<file path="config.mk">
export PLATFORM = sky130hd
export DESIGN_NAME = uart_bus_bridge
export DESIGN_NICKNAME = d
export VERILOG_FILES = /design/src/rtl/uart_bus_bridge_pkg.sv /design/src/rtl/uart_rx.sv /design/src/rtl/uart_tx.sv /design/src/rtl/uart_bus_bridge.sv
export SDC_FILE = /design/constraint.sdc
export NUM_CORES = 1
export LEC_CHECK = 0
export BUFFER_PORTS_ARGS = -buffer_cell sky130_fd_sc_hd__clkbuf_2
export CORE_MARGIN = 2
export CORE_UTILIZATION = 33
export CTS_CLUSTER_DIAMETER = 200
export CTS_CLUSTER_SIZE = 10
export DETAILED_ROUTE_END_ITERATION = 16
export PLACE_DENSITY = 0.58
export SYNTH_ARGS = -nofsm -noshare
export SYNTH_HDL_FRONTEND = slang
export SYNTH_HIERARCHICAL = 1
export SYNTH_SLANG_ARGS = --single-unit
export TNS_END_PERCENT = 1
</file>
<file path="constraint.sdc">
create_clock -name clk -period 5.2 [get_ports clk]
set_input_delay 1.04 -clock clk [delete_from_list [all_inputs] [get_ports clk]]
set_output_delay 1.04 -clock clk [all_outputs]
set_load 0.005 [all_outputs]
</file>
<file path="src/rtl/uart_bus_bridge_pkg.sv">
// uart_bus_bridge_pkg: FSM states and host command/response byte codes shared by the UART bus bridge
package uart_bus_bridge_pkg;
  typedef enum logic [2:0] {
    S_IDLE, S_GET_ADDR, S_GET_DATA, S_BUS_REQ, S_BUS_ACCESS, S_BUS_WAIT, S_SEND
  } state_t;
  localparam logic [7:0] CMD_WRITE = 8'h57;
  localparam logic [7:0] CMD_READ  = 8'h52;
  localparam logic [7:0] RSP_ACK   = 8'h06;
  localparam logic [7:0] RSP_NAK   = 8'h15;
endpackage

</file>
<file path="src/rtl/uart_rx.sv">
// uart_rx: 8N1 receiver; after a start edge it samples the line once per baud_pulse
module uart_rx (
  input  logic       clk,
  input  logic       rst,
  input  logic       rx,
  input  logic       baud_pulse,
  output logic       uart_rx_done,
  output logic [7:0] rx_data
);
  logic [1:0] sync;
  logic [3:0] idx;
  always_ff @(posedge clk or posedge rst) begin
    if (rst) begin
      sync <= 2'b11;
      idx <= '0;
      rx_data <= '0;
      uart_rx_done <= 1'b0;
    end else begin
      sync <= {sync[0], rx};
      uart_rx_done <= 1'b0;
      if (idx == 4'd0) begin
        if (!sync[1]) idx <= 4'd1;
      end else if (baud_pulse) begin
        if (idx == 4'd1) idx <= sync[1] ? 4'd0 : 4'd2;
        else if (idx == 4'd10) begin
          idx <= 4'd0;
          uart_rx_done <= sync[1];
        end else begin
          rx_data <= {sync[1], rx_data[7:1]};
          idx <= idx + 4'd1;
        end
      end
    end
  end
endmodule

</file>
<file path="src/rtl/uart_tx.sv">
// uart_tx: 8N1 transmitter; starts a byte on a baud_pulse while tx_start is high, pulses uart_tx_done after the stop bit
module uart_tx (
  input  logic       clk,
  input  logic       rst,
  input  logic       tx_start,
  input  logic       baud_pulse,
  input  logic [7:0] tx_data,
  output logic       uart_tx_done,
  output logic       tx
);
  logic [9:0] sh;
  logic [3:0] idx;
  assign tx = sh[0];
  always_ff @(posedge clk or posedge rst) begin
    if (rst) begin
      sh <= '1;
      idx <= '0;
      uart_tx_done <= 1'b0;
    end else begin
      uart_tx_done <= 1'b0;
      if (baud_pulse) begin
        if (idx == 4'd0) begin
          if (tx_start) begin
            sh <= {1'b1, tx_data, 1'b0};
            idx <= 4'd1;
          end
        end else if (idx == 4'd10) begin
          idx <= 4'd0;
          uart_tx_done <= 1'b1;
        end else begin
          sh <= {1'b1, sh[9:1]};
          idx <= idx + 4'd1;
        end
      end
    end
  end
endmodule

</file>
<file path="src/rtl/uart_bus_bridge.sv">
// uart_bus_bridge: UART-commanded single-word IO bus master; UART_BRIDGE_TIMEOUT_EN adds an inter-byte frame timeout
module uart_bus_bridge
  import uart_bus_bridge_pkg::*;
#(
  parameter int BAUD_DIVISOR = 650,
  parameter int RD_LATENCY   = 1
`ifdef UART_BRIDGE_TIMEOUT_EN
  , parameter int TIMEOUT_TICKS = 40
`endif
) (
  input  logic        clk,
  input  logic        rst,
  input  logic        uart_rx,
  output logic        uart_tx,
  output logic        io_bus_m_req,
  input  logic        io_bus_m_gnt,
  output logic        io_bus_m_rd_en,
  output logic        io_bus_m_wr_en,
  output logic [31:0] io_bus_m_address,
  output logic [31:0] io_bus_m_wr_data,
  input  logic [31:0] io_bus_m_rd_data,
  output logic        busy
);
  localparam int BW = $clog2(BAUD_DIVISOR + 1);
  state_t state;
  logic [BW-1:0] baud_cnt;
  logic baud_pulse, rx_done, tx_done, tx_start, is_wr;
  logic [7:0] rx_data, lat;
  logic [1:0] nbyte, ntx;
  logic [31:0] rsp;
`ifdef UART_BRIDGE_TIMEOUT_EN
  logic [15:0] tmo;
`endif
  assign baud_pulse = baud_cnt == BW'(1);
  uart_rx u_rx (.clk, .rst, .rx(uart_rx), .baud_pulse, .uart_rx_done(rx_done), .rx_data);
  uart_tx u_tx (.clk, .rst, .tx_start, .baud_pulse, .tx_data(rsp[7:0]), .uart_tx_done(tx_done), .tx(uart_tx));
  always_ff @(posedge clk or posedge rst) begin
    if (rst) baud_cnt <= '0;
    else baud_cnt <= (baud_cnt == BW'(BAUD_DIVISOR)) ? '0 : baud_cnt + BW'(1);
  end
  // Responses go out LSB-first from rsp; each completed byte shifts the next one into place.
  always_ff @(posedge clk or posedge rst) begin
    if (rst) begin
      state <= S_IDLE;
      {io_bus_m_req, io_bus_m_rd_en, io_bus_m_wr_en, busy, tx_start, is_wr} <= '0;
      {io_bus_m_address, io_bus_m_wr_data, rsp} <= '0;
      {nbyte, ntx, lat} <= '0;
`ifdef UART_BRIDGE_TIMEOUT_EN
      tmo <= '0;
`endif
    end else begin
      io_bus_m_rd_en <= 1'b0;
      io_bus_m_wr_en <= 1'b0;
      case (state)
        S_IDLE: if (rx_done) begin
          busy <= 1'b1;
          nbyte <= 2'd0;
          is_wr <= rx_data == CMD_WRITE;
          if (rx_data == CMD_WRITE || rx_data == CMD_READ) state <= S_GET_ADDR;
          else begin
            rsp <= {24'h0, RSP_NAK};
            ntx <= 2'd0;
            tx_start <= 1'b1;
            state <= S_SEND;
          end
        end
        S_GET_ADDR: if (rx_done) begin
          io_bus_m_address <= {rx_data, io_bus_m_address[31:8]};
          nbyte <= nbyte + 2'd1;
          if (nbyte == 2'd3) begin
            state <= is_wr ? S_GET_DATA : S_BUS_REQ;
            io_bus_m_req <= !is_wr;
          end
        end
        S_GET_DATA: if (rx_done) begin
          io_bus_m_wr_data <= {rx_data, io_bus_m_wr_data[31:8]};
          nbyte <= nbyte + 2'd1;
          if (nbyte == 2'd3) begin
            state <= S_BUS_REQ;
            io_bus_m_req <= 1'b1;
          end
        end
        S_BUS_REQ: if (io_bus_m_gnt) begin
          state <= S_BUS_ACCESS;
          io_bus_m_rd_en <= !is_wr;
          io_bus_m_wr_en <= is_wr;
        end
        S_BUS_ACCESS: begin
          io_bus_m_req <= 1'b0;
          lat <= 8'd1;
          rsp <= {24'h0, RSP_ACK};
          ntx <= 2'd0;
          tx_start <= is_wr;
          state <= is_wr ? S_SEND : S_BUS_WAIT;
        end
        S_BUS_WAIT: if (lat == 8'(RD_LATENCY)) begin
          rsp <= io_bus_m_rd_data;
          ntx <= 2'd3;
          tx_start <= 1'b1;
          state <= S_SEND;
        end else lat <= lat + 8'd1;
        S_SEND: if (tx_done) begin
          if (ntx == 2'd0) begin
            state <= S_IDLE;
            tx_start <= 1'b0;
            busy <= 1'b0;
          end else begin
            ntx <= ntx - 2'd1;
            rsp <= {8'h0, rsp[31:8]};
          end
        end
        default: state <= S_IDLE;
      endcase
`ifdef UART_BRIDGE_TIMEOUT_EN
      if ((state == S_GET_ADDR || state == S_GET_DATA) && !rx_done) begin
        if (tmo == 16'(TIMEOUT_TICKS)) begin
          rsp <= {24'h0, RSP_NAK};
          ntx <= 2'd0;
          tx_start <= 1'b1;
          state <= S_SEND;
          tmo <= '0;
        end else if (baud_pulse) tmo <= tmo + 16'd1;
      end else tmo <= '0;
`endif
    end
  end
endmodule

</file>
# After elaboration in Yosys (flattened, before gate mapping)
# Cells that the tools add are included.
# word_totals
out_inout_bits,69
in_bits,36
mem_bits_rw,0
latchBits,0
reg_bits,157
mem_bits_ro,0
wordCells,155
memories,0
# classes
magnitude_cmp,0
n_mul,0
n_shift,0
reduce_logical,27
div_mod_pow,0
addsub,6
bitwise_logic,3
mux,67
eq_ne,31
# ops
cell,count
32-bit 2-to-1 mux,5
32-bit one-hot mux with 4 select lines,1
10-bit 2-to-1 mux,4
4-bit 2-to-1 mux,8
3-bit 2-to-1 mux,10
1-bit 2-to-1 mux,22
3-bit one-hot mux with 7 select lines,1
"2-bit != test, second input constant",10
2-bit 2-to-1 mux,9
"8-bit by 7-bit equality test with 1-bit output, second input constant",2
8-bit one-hot mux with 2 select lines,1
"2-bit by 1-bit != test with 1-bit output, second input constant",6
2-bit AND reduction,6
6-bit AND reduction,2
"10-bit by 1-bit adder with 10-bit output, second input constant",1
"10-bit by 1-bit equality test with 1-bit output, second input constant",1
"10-bit equality test, second input constant",1
"3-bit equality test, second input constant",3
9-bit AND reduction,1
"4-bit by 1-bit adder with 4-bit output, second input constant",2
"8-bit by 1-bit adder with 8-bit output, second input constant",1
"4-bit equality test, second input constant",2
"8-bit by 1-bit equality test with 1-bit output, second input constant",1
4-bit zero test,2
other kinds (24),32

# Logic depth before layout (Yosys ltp)
# Gate-level depths: netlist (run 1).
# logic_depth
depth_word,5
depth_mapped,7
depth_no_buf,7

# Hierarchy
# Netlist (run 1), hierarchy kept.
# by_module_without_submodules
module,area_each_um2,cells_per_inst,n_inst,seq_area_each_um2
uart_bus_bridge,5651.7,456,1,3178.0
uart_tx,795.8,62,1,361.6
uart_rx,660.6,49,1,377.9

# Worst setup path before layout (run 1)
# No wires, ideal clock.
# synth_timing
path_kind,register to register
startpoint,register baud_cnt[6]
endpoint,register u_tx.sh[1]
required_ns,5.118
setup_ns,0.082
period_less_slack_ns,3.022
path_slack_ns,2.178
n_path_buf,1
arrival_ns,2.939
path_stages_with_launch,7
cell_sequence,dfrtp_1 nor4_1 nand2_1 nor4_1 o221ai_4 buf_12 mux2_4
# synth_via
elab_chain_cells,2
# synth_rtl
element,line,text
start: declaration,uart_bus_bridge.sv:26,logic [BW-1:0] baud_cnt;
start signal: assignment,uart_bus_bridge.sv:39,else baud_cnt <= (baud_cnt == BW'(BAUD_DIVISOR)) ? '0 : baud_cnt + BW'(1);
10-bit by 1-bit equality test with 1-bit output,uart_bus_bridge.sv:34,assign baud_pulse = baud_cnt == BW'(1);
named net baud_pulse,uart_bus_bridge.sv:27,"logic baud_pulse, rx_done, tx_done, tx_start, is_wr;"
3-bit AND reduction (no line),--,
end signal: assignment,uart_tx.sv:24,"sh <= {1'b1, tx_data, 1'b0};"
end signal: assignment,uart_tx.sv:31,"sh <= {1'b1, sh[9:1]};"
end: declaration,uart_tx.sv:11,logic [9:0] sh;
# The timed path passes the listed nets, and every way through them passes these cells.
# A chain may end at the register's enable or synchronous reset.

# Worst setup path in the final report (run 1)
# layout_timing
startpoint,register state[2]
endpoint,register lat[1]
# layout_via
elab_chain_cells,3
elab_cells_between_ends,6
classes_between,eq/ne (3); mux (1); reduce/logical (2)
# layout_rtl
element,line,text
start: declaration,uart_bus_bridge.sv:25,state_t state;
start signal: assignment,uart_bus_bridge.sv:71,state <= is_wr ? S_GET_DATA : S_BUS_REQ;
start signal: assignment,uart_bus_bridge.sv:94,state <= is_wr ? S_SEND : S_BUS_WAIT;
3-bit equality test,uart_bus_bridge.sv:54,case (state)
2-bit != test (no line) / 2-bit nonzero test (equally long branches),--,
2-bit AND reduction (no line),--,
end signal: assignment,uart_bus_bridge.sv:101,end else lat <= lat + 8'd1;
end: declaration,uart_bus_bridge.sv:28,"logic [7:0] rx_data, lat;"
# Several ways; a longest one is shown, not always the timed one.

==> qor.txt, run 1 <==
outcome - completed
CTS Hold Bufs - 0
GP Congestion - 0.892
Pwr Density - 296 nW/um^2
Crit Path Max Fanout - 33
WL final - 15.0 mm
final net count - 714
die height - 151 um
Top delay family on crit path - simple AND/OR/NAND/NOR gates
number of filler cells placed in the layout - 2027
adder-cell share of the synthesized area - 0.0176
Sum Neg Setup Slack - 0 ns
Worst-path clk slew - 0.06 ns
storage element area - 3920 sq um
initial antenna violation count - 1
Max Cap Viol - 0
XOR/XNOR Fraction of Synth Area - 0.0209
Slew HR - 0.203
Layout area overhead - 19.2%
hold slack - 0.365 ns
fin crit share - 0.521
final hold vios - 0
Post-CTS Setup Bufs - 0
mux cell area share after synthesis - 0.198
ant diodes - 0
Remaining Overflow, GRT - 0
Clk Latency, worst-skew pair - 0.42 ns
area occupied by multi-input gates - 2940 sq um
post-synthesis register bit count - 156
fin crit period - 2.71 ns
Die Span X - 151 um
first-pass GRT wire length - 24.8 mm
Hold Crit Class - register to register
number of global-route vias before repair - 4807
Post-synth EDFFs - 0
I/O Pins - 105
Iteration-0 DRC Markers - 287
Slew Viols, Final - 0
RSZ-0062 raised after global routing - false
share of cells above drive strength 1 - 0.405
Worst-Margin Slew - 1.20 ns
cells after synthesis - 567
Core ar. - 21100 sq um
post-synth cell types - 64
Initial Utilization - 0.337
yosys warns - 6
crit path launch type - register
R2R setup slack - 2.49 ns
# setup viols final - 0
CTS Buffer Depth - 2
# clock sinks - 156
CP Cell Sequence - and3b_1 -> o21a_1 -> nor2_1 -> mux2_2
wire length per cell - 15.7 um
Leak - 4.14 nW
kind of critical path - register to register
Pre-antenna DRT Iters - 5
Seq/Total Area, Yosys - 0.551
CP max stage delay - 1.07 ns
Synth Area in Simple Gates - 0.0910
Total Routing Usage GR - 0.138
largest net degree at the start of global routing - 62
Post-CTS Resized - 0
Via density - 4.90
Root Driver - clkbuf_16
Detail Placement HPWL - 10.5 mm
CP endpoint kind - register
htree depth - 4
post-synthesis compound-gate area fraction - 0.0826
Post-Syn Area - 7110 sq um
syn_area_per_cell - 12.5 sq um
final setup skew - 0.00905 ns
DRC - 0
Buf/Inv on CP - 0
IO Port Bufs - 104
Synth Net Count - 613
Row Count - 53
via count - 4688
largest family of logic cells by synthesized area - multiplexers
asr flop ratio synth - 1.00
peak supply drop - 0.230 mV
TritonCTS Buffers - 17
CP arrival - 3.02 ns
fmax - 369 MHz
critical path's slowest cell - and3b_1
CTS tree - yes
die area - 22700 sq um
Antenna Nets Post-Route - 0
critical path required time - 5.51 ns
top_reg_cell synth - dfrtp_1
[synthesized netlist by cell type, types with 3 or more instances]
| cell | n | area share |
|---|---|---|
| dfrtp_1 | 145 | 0.51 |
| mux2_2 | 106 | 0.17 |
| nand2_1 | 35 | 0.018 |
| inv_1 | 32 | 0.017 |
| nor2_1 | 26 | 0.014 |
| o21ai_0 | 22 | 0.015 |
| clkbuf_1 | 17 | 0.0090 |
| mux2i_1 | 13 | 0.018 |
| a21oi_1 | 12 | 0.0084 |
| a22o_1 | 12 | 0.015 |
| dfstp_2 | 11 | 0.041 |
| ha_1 | 10 | 0.018 |
| xnor2_1 | 10 | 0.012 |
| nand3_1 | 9 | 0.0063 |
| nand4_1 | 7 | 0.0062 |
| xor2_1 | 7 | 0.0086 |
| nand2b_1 | 6 | 0.0053 |
| nor2b_1 | 6 | 0.0053 |
| buf_6 | 5 | 0.0079 |
| mux2_4 | 5 | 0.011 |
| nor4_1 | 5 | 0.0044 |
| and4_1 | 3 | 0.0037 |
| nor3b_1 | 3 | 0.0032 |
| o21a_1 | 3 | 0.0032 |
| o31a_1 | 3 | 0.0037 |
| o32ai_1 | 3 | 0.0037 |
| or3_1 | 3 | 0.0026 |
[layout make-up]
cell class              instances  share of cell area
clock inverters                14              0.0188
well taps                     275              0.0406
multi-input cells             353               0.347
clock buffers                  18              0.0518
repair buffers                108              0.0650
inverters                      32              0.0145
flip-flops and latches        156               0.462
[per-stage QoR]
stage | total power [mW] | setup slack [ns] | std cells | util | cell area [sq um]
global route | 2.60 | 2.30 | 956 | 0.402 | 8470
finish | 2.51 | 2.49 | 956 | 0.402 | 8470
floorplan | 1.26 | 0.776 | 567 | - | 7110
detailed placement | 1.28 | 2.55 | 924 | 0.373 | 7870
global placement | 1.28 | 2.63 | 924 | 0.373 | 7870
CTS | 2.54 | 2.55 | 956 | 0.402 | 8470
[power by group]
group,switching [mW],internal [mW]
sequential,0.000416,1.22
combinational,0.0301,0.0115
clock,0.523,0.730
total,0.553,1.96
[layer usage]
layer	share of wire	routed length (um)	global-route usage
met2	0.50	7540	0.225
met5	0	0	0
met3	0.043	642	0.0367
met1	0.43	6540	0.176
met4	0.021	320	0.0556
[layout by cell type (no fill, tap or decap), types with 12 or more instances in the layout]
master	count
inv_1	31
clkbuf_2	104
dfrtp_1	145
a21oi_1	12
o21ai_0	22
mux2_2	106
mux2i_1	13
nand2_1	35
a22o_1	12
nor2_1	24
clkbuf_16	17
[sequential cells by signal, summed over array words and instances (netlist names), 2 cells and up]
name	count
ntx	2
nbyte	2
rsp	32
io_bus_m_wr_data	32
state	3
u_rx/sync	2
baud_cnt	10
u_rx/rx_data	8
u_tx/idx	4
u_rx/idx	4
lat	8
io_bus_m_address	32
u_tx/sh	9
[final timing paths]
kind                               from            to  depth (start not counted)
setup / recovery               state[2]        lat[1]                          4
hold / removal             u_rx/sync[0]  u_rx/sync[1]                          0
setup reg to reg               state[2]        lat[1]                          4
hold reg to reg            u_rx/sync[0]  u_rx/sync[1]                          0
max in group asynchronous           rst          busy                          3
min in group asynchronous           rst        rsp[4]                          2
[worst reg2reg max path, stage by stage (launching register included)]
cell and delay (ns):
dfrtp_1 0.78, and3b_1 1.07, o21a_1 0.37, nor2_1 0.09, mux2_2 0.28
[cells by family (layout without fill, tap and decap cells)]
group / count (synthesis) / count (layout)
flip-flops: 156 / 156
AO/OA/AOI/OAI: 79 / 79
multiplexers: 125 / 125
adder cells (fa/ha/maj): 10 / 10
buffers and inverters: 58 / 172
AND/OR/NAND/NOR: 122 / 122
XOR/XNOR: 17 / 17
Note: power is estimated with default switching activity, not from simulation.
==> run 2, diff against run 1 <==
- ABC_AREA: default -> 1
- clock period: 5.2 -> 2.7 ns (I/O delays scaled with it)
==> qor.txt, run 2 <==
largest net degree at the start of global routing - 61 (was 62)
XOR/XNOR Fraction of Synth Area - 0.0104 (was 0.0209)
critical path required time - 3.06 ns (was 5.51 ns)
Remaining Overflow, GRT - 0 (unchanged)
Die Span X - 155 um (was 151 um)
Slew Viols, Final - 0 (unchanged)
share of cells above drive strength 1 - 0.218 (was 0.405)
Post-CTS Setup Bufs - 0 (unchanged)
DRC - 0 (unchanged)
CTS Buffer Depth - 2 (unchanged)
Final WS setup - 0.567 ns (was 2.49 ns)
Post-CTS Resized - 0 (unchanged)
htree depth - 4 (unchanged)
final hold vios - 0 (unchanged)
leading area contributor after synthesis - dfrtp_1 (unchanged)
kind of critical path - register to register (unchanged)
post-synthesis compound-gate area fraction - 0.0885 (was 0.0826)
Crit Path Max Fanout - 34 (was 33)
Clk Latency, worst-skew pair - 0.43 ns (was 0.42 ns)
number of filler cells placed in the layout - 2308 (was 2027)
Worst Setup SP - state[0] (was state[2])
cells after synthesis - 862 (was 567)
number of global-route vias before repair - 5586 (was 4807)
die height - 155 um (was 151 um)
fin crit period - 2.13 ns (was 2.71 ns)
Seq/Total Area, Yosys - 0.518 (was 0.551)
Iteration-0 DRC Markers - 426 (was 287)
Synth area leaders - dfrtp_1, nand2_1, nand3_1 (was dfrtp_1, mux2_2, dfstp_2)
Post-synth EDFFs - 0 (unchanged)
ant diodes - 0 (unchanged)
largest family of logic cells by synthesized area - simple AND/OR/NAND/NOR gates (was multiplexers)
PnR Total Power - 4.90 mW (was 2.51 mW)
Initial Utilization - 0.335 (was 0.337)
commonest cells in the netlist - nand2_1, dfrtp_1, nand3_1 (was dfrtp_1, mux2_2, nand2_1)
via count - 5879 (was 4688)
final setup skew - 0.0121 ns (was 0.00905 ns)
peak supply drop - 0.343 mV (was 0.230 mV)
R2R setup slack - 0.57 ns (was 2.49 ns)
CP Cell Sequence - nand3_4 -> inv_4 -> nand2_4 -> nand4_4 -> nand2_1 -> nand2_1 (was and3b_1 -> o21a_1 -> nor2_1 -> mux2_2)
CTS Hold Bufs - 0 (unchanged)
Leak - 4.43 nW (was 4.14 nW)
syn_area_per_cell - 8.78 sq um (was 12.5 sq um)
most frequent CP cell - nand2_1
final net count - 1004 (was 714)
CTS tree - yes (unchanged)
FF-to-FF Start - state[0] (was state[2])
post-synth cell types - 42 (was 64)
Pwr Density - 554 nW/um^2 (was 296 nW/um^2)
RSZ-0062 raised after global routing - false (unchanged)
critical path's slowest cell - dfrtp_1 (was and3b_1)
Synth Area in Simple Gates - 0.261 (was 0.0910)
WL final - 16.1 mm (was 15.0 mm)
post-synthesis register bit count - 156 (unchanged)
most frequent cell after synthesis - nand2_1 (was dfrtp_1)
# setup viols final - 0 (unchanged)
Worst-path clk slew - 0.07 ns (was 0.06 ns)
crit path launch type - register (unchanged)
Max Cap Viol - 0 (unchanged)
CP endpoint kind - register (unchanged)
Via density - 4.68 (was 4.90)
# clock sinks - 156 (unchanged)
Antenna Nets Post-Route - 0 (unchanged)
initial antenna violation count - 0 (was 1)
top_reg_cell synth - dfrtp_1 (unchanged)
Root Driver - clkbuf_16 (unchanged)
first-pass GRT wire length - 27.7 mm (was 24.8 mm)
I/O Pins - 105 (unchanged)
Slew HR - 0.603 (was 0.203)
fin crit share - 0.790 (was 0.521)
yosys warns - 6 (unchanged)
Sum Neg Setup Slack - 0 ns (unchanged)
Regs by FF count - io_bus_m_address (32), io_bus_m_wr_data (32), rsp (32) (unchanged)
outcome - completed (unchanged)
fmax - 469 MHz (was 369 MHz)
IO Port Bufs - 104 (unchanged)
mux cell area share after synthesis - 0.0238 (was 0.198)
DP Area - 8270 sq um (was 7870 sq um)
Row Count - 55 (was 53)
Layout area overhead - 17.0% (was 19.2%)
GP Congestion - 0.844 (was 0.892)
commonest non-fill, non-tap cell in the layout - nand2_1 (was dfrtp_1)
wire length per cell - 12.8 um (was 15.7 um)
Total Routing Usage GR - 0.141 (was 0.138)
pre-CTS setup slack - 0.546 ns (was 2.55 ns)
hold slack - 0.186 ns (was 0.365 ns)
TritonCTS Buffers - 17 (unchanged)
Yosys top cell area share - 0.479 (was 0.510)
Hold Crit Class - primary input to asynchronous set/reset pin (was register to register)
asr flop ratio synth - 1.00 (unchanged)
Synth Net Count - 908 (was 613)
Detail Placement HPWL - 11.1 mm (was 10.5 mm)
Post-Syn Area - 7570 sq um (was 7110 sq um)
adder-cell share of the synthesized area - 0.0165 (was 0.0176)
post-layout instance area - 8850 sq um (was 8470 sq um)
Pre-antenna DRT Iters - 5 (unchanged)
CP max stage delay - 0.71 ns (was 1.07 ns)
CP arrival - 2.49 ns (was 3.02 ns)
most frequent cells in the layout - nand2_1, dfrtp_1, clkbuf_2 (was dfrtp_1, mux2_2, clkbuf_2)
die area - 24200 sq um (was 22700 sq um)
Core ar. - 22600 sq um (was 21100 sq um)
Worst-Margin Slew - 0.594 ns (was 1.20 ns)
[run 2: cell count changes after synthesis, moves of 9 or more]
cell and change:
nor3_1 +9, nand2_1 +198, mux2_2 -90, mux2i_1 -13, o21ai_0 +20, nor2_1 +31, inv_1 +51, xnor2_1 -9
buf_2 +17, clkbuf_1 -16, a21oi_1 +15, nand3_1 +84
[run 2: critical path: cells and delay by family, from the launching register on]
family | cells | cell delay (ns)
buffers and inverters | 1 | 0.34
flip-flops | 1 | 0.71
AND/OR/NAND/NOR | 5 | 0.99
[run 2: cells by family (layout without fill, tap and decap cells)]
group / count (synthesis) / after routing
xor gates and xnor gates: 9 / 9
adders and majority gates: 10 / 10
DFF: 156 / 156
muxes: 16 / 16
AOI/OAI and AO/OA: 112 / 112
and+or+nand+nor: 431 / 431
buffers and inverters: 128 / 237
[run 2: power by group]
part           switching [mW]  internal (mW)
logic                   0.140         0.0574
registers              0.0225           2.35
clock network            1.08           1.25
total                    1.24           3.66
[run 2: per-layer routing]
metal | part of all wire | track usage
met1 | 0.49 | 0.198
met2 | 0.45 | 0.215
met3 | 0.043 | 0.0320
met4 | 0.014 | 0.0502
met5 | 0 | 0
[run 2: metrics by stage]
stage	util	instances
detailed placement	0.366	1224
global route	0.392	1256
global placement	0.366	1224
floorplan	-	862
finish	0.392	1256
CTS	0.392	1256
[run 2: area by class of cell]
cell class	count	area, sq um	area share
flip-flops and latches	156	3920	0.443
multi-input cells	578	3040	0.343
repair buffers	114	608	0.0687
clock buffers	18	439	0.0496
well taps	285	357	0.0403
inverters	91	353	0.0399
clock inverters	14	143	0.0161
[run 2: worst paths after layout]
path	to	cells past startpoint
setup / recovery	rsp[11]	6
hold reg to reg	u_rx/sync[1]	0
min in group clk	u_rx/sync[0]	1
setup reg to reg	rsp[11]	6
max in group asynchronous	ntx[0]	3
hold / removal	baud_cnt[6]	2
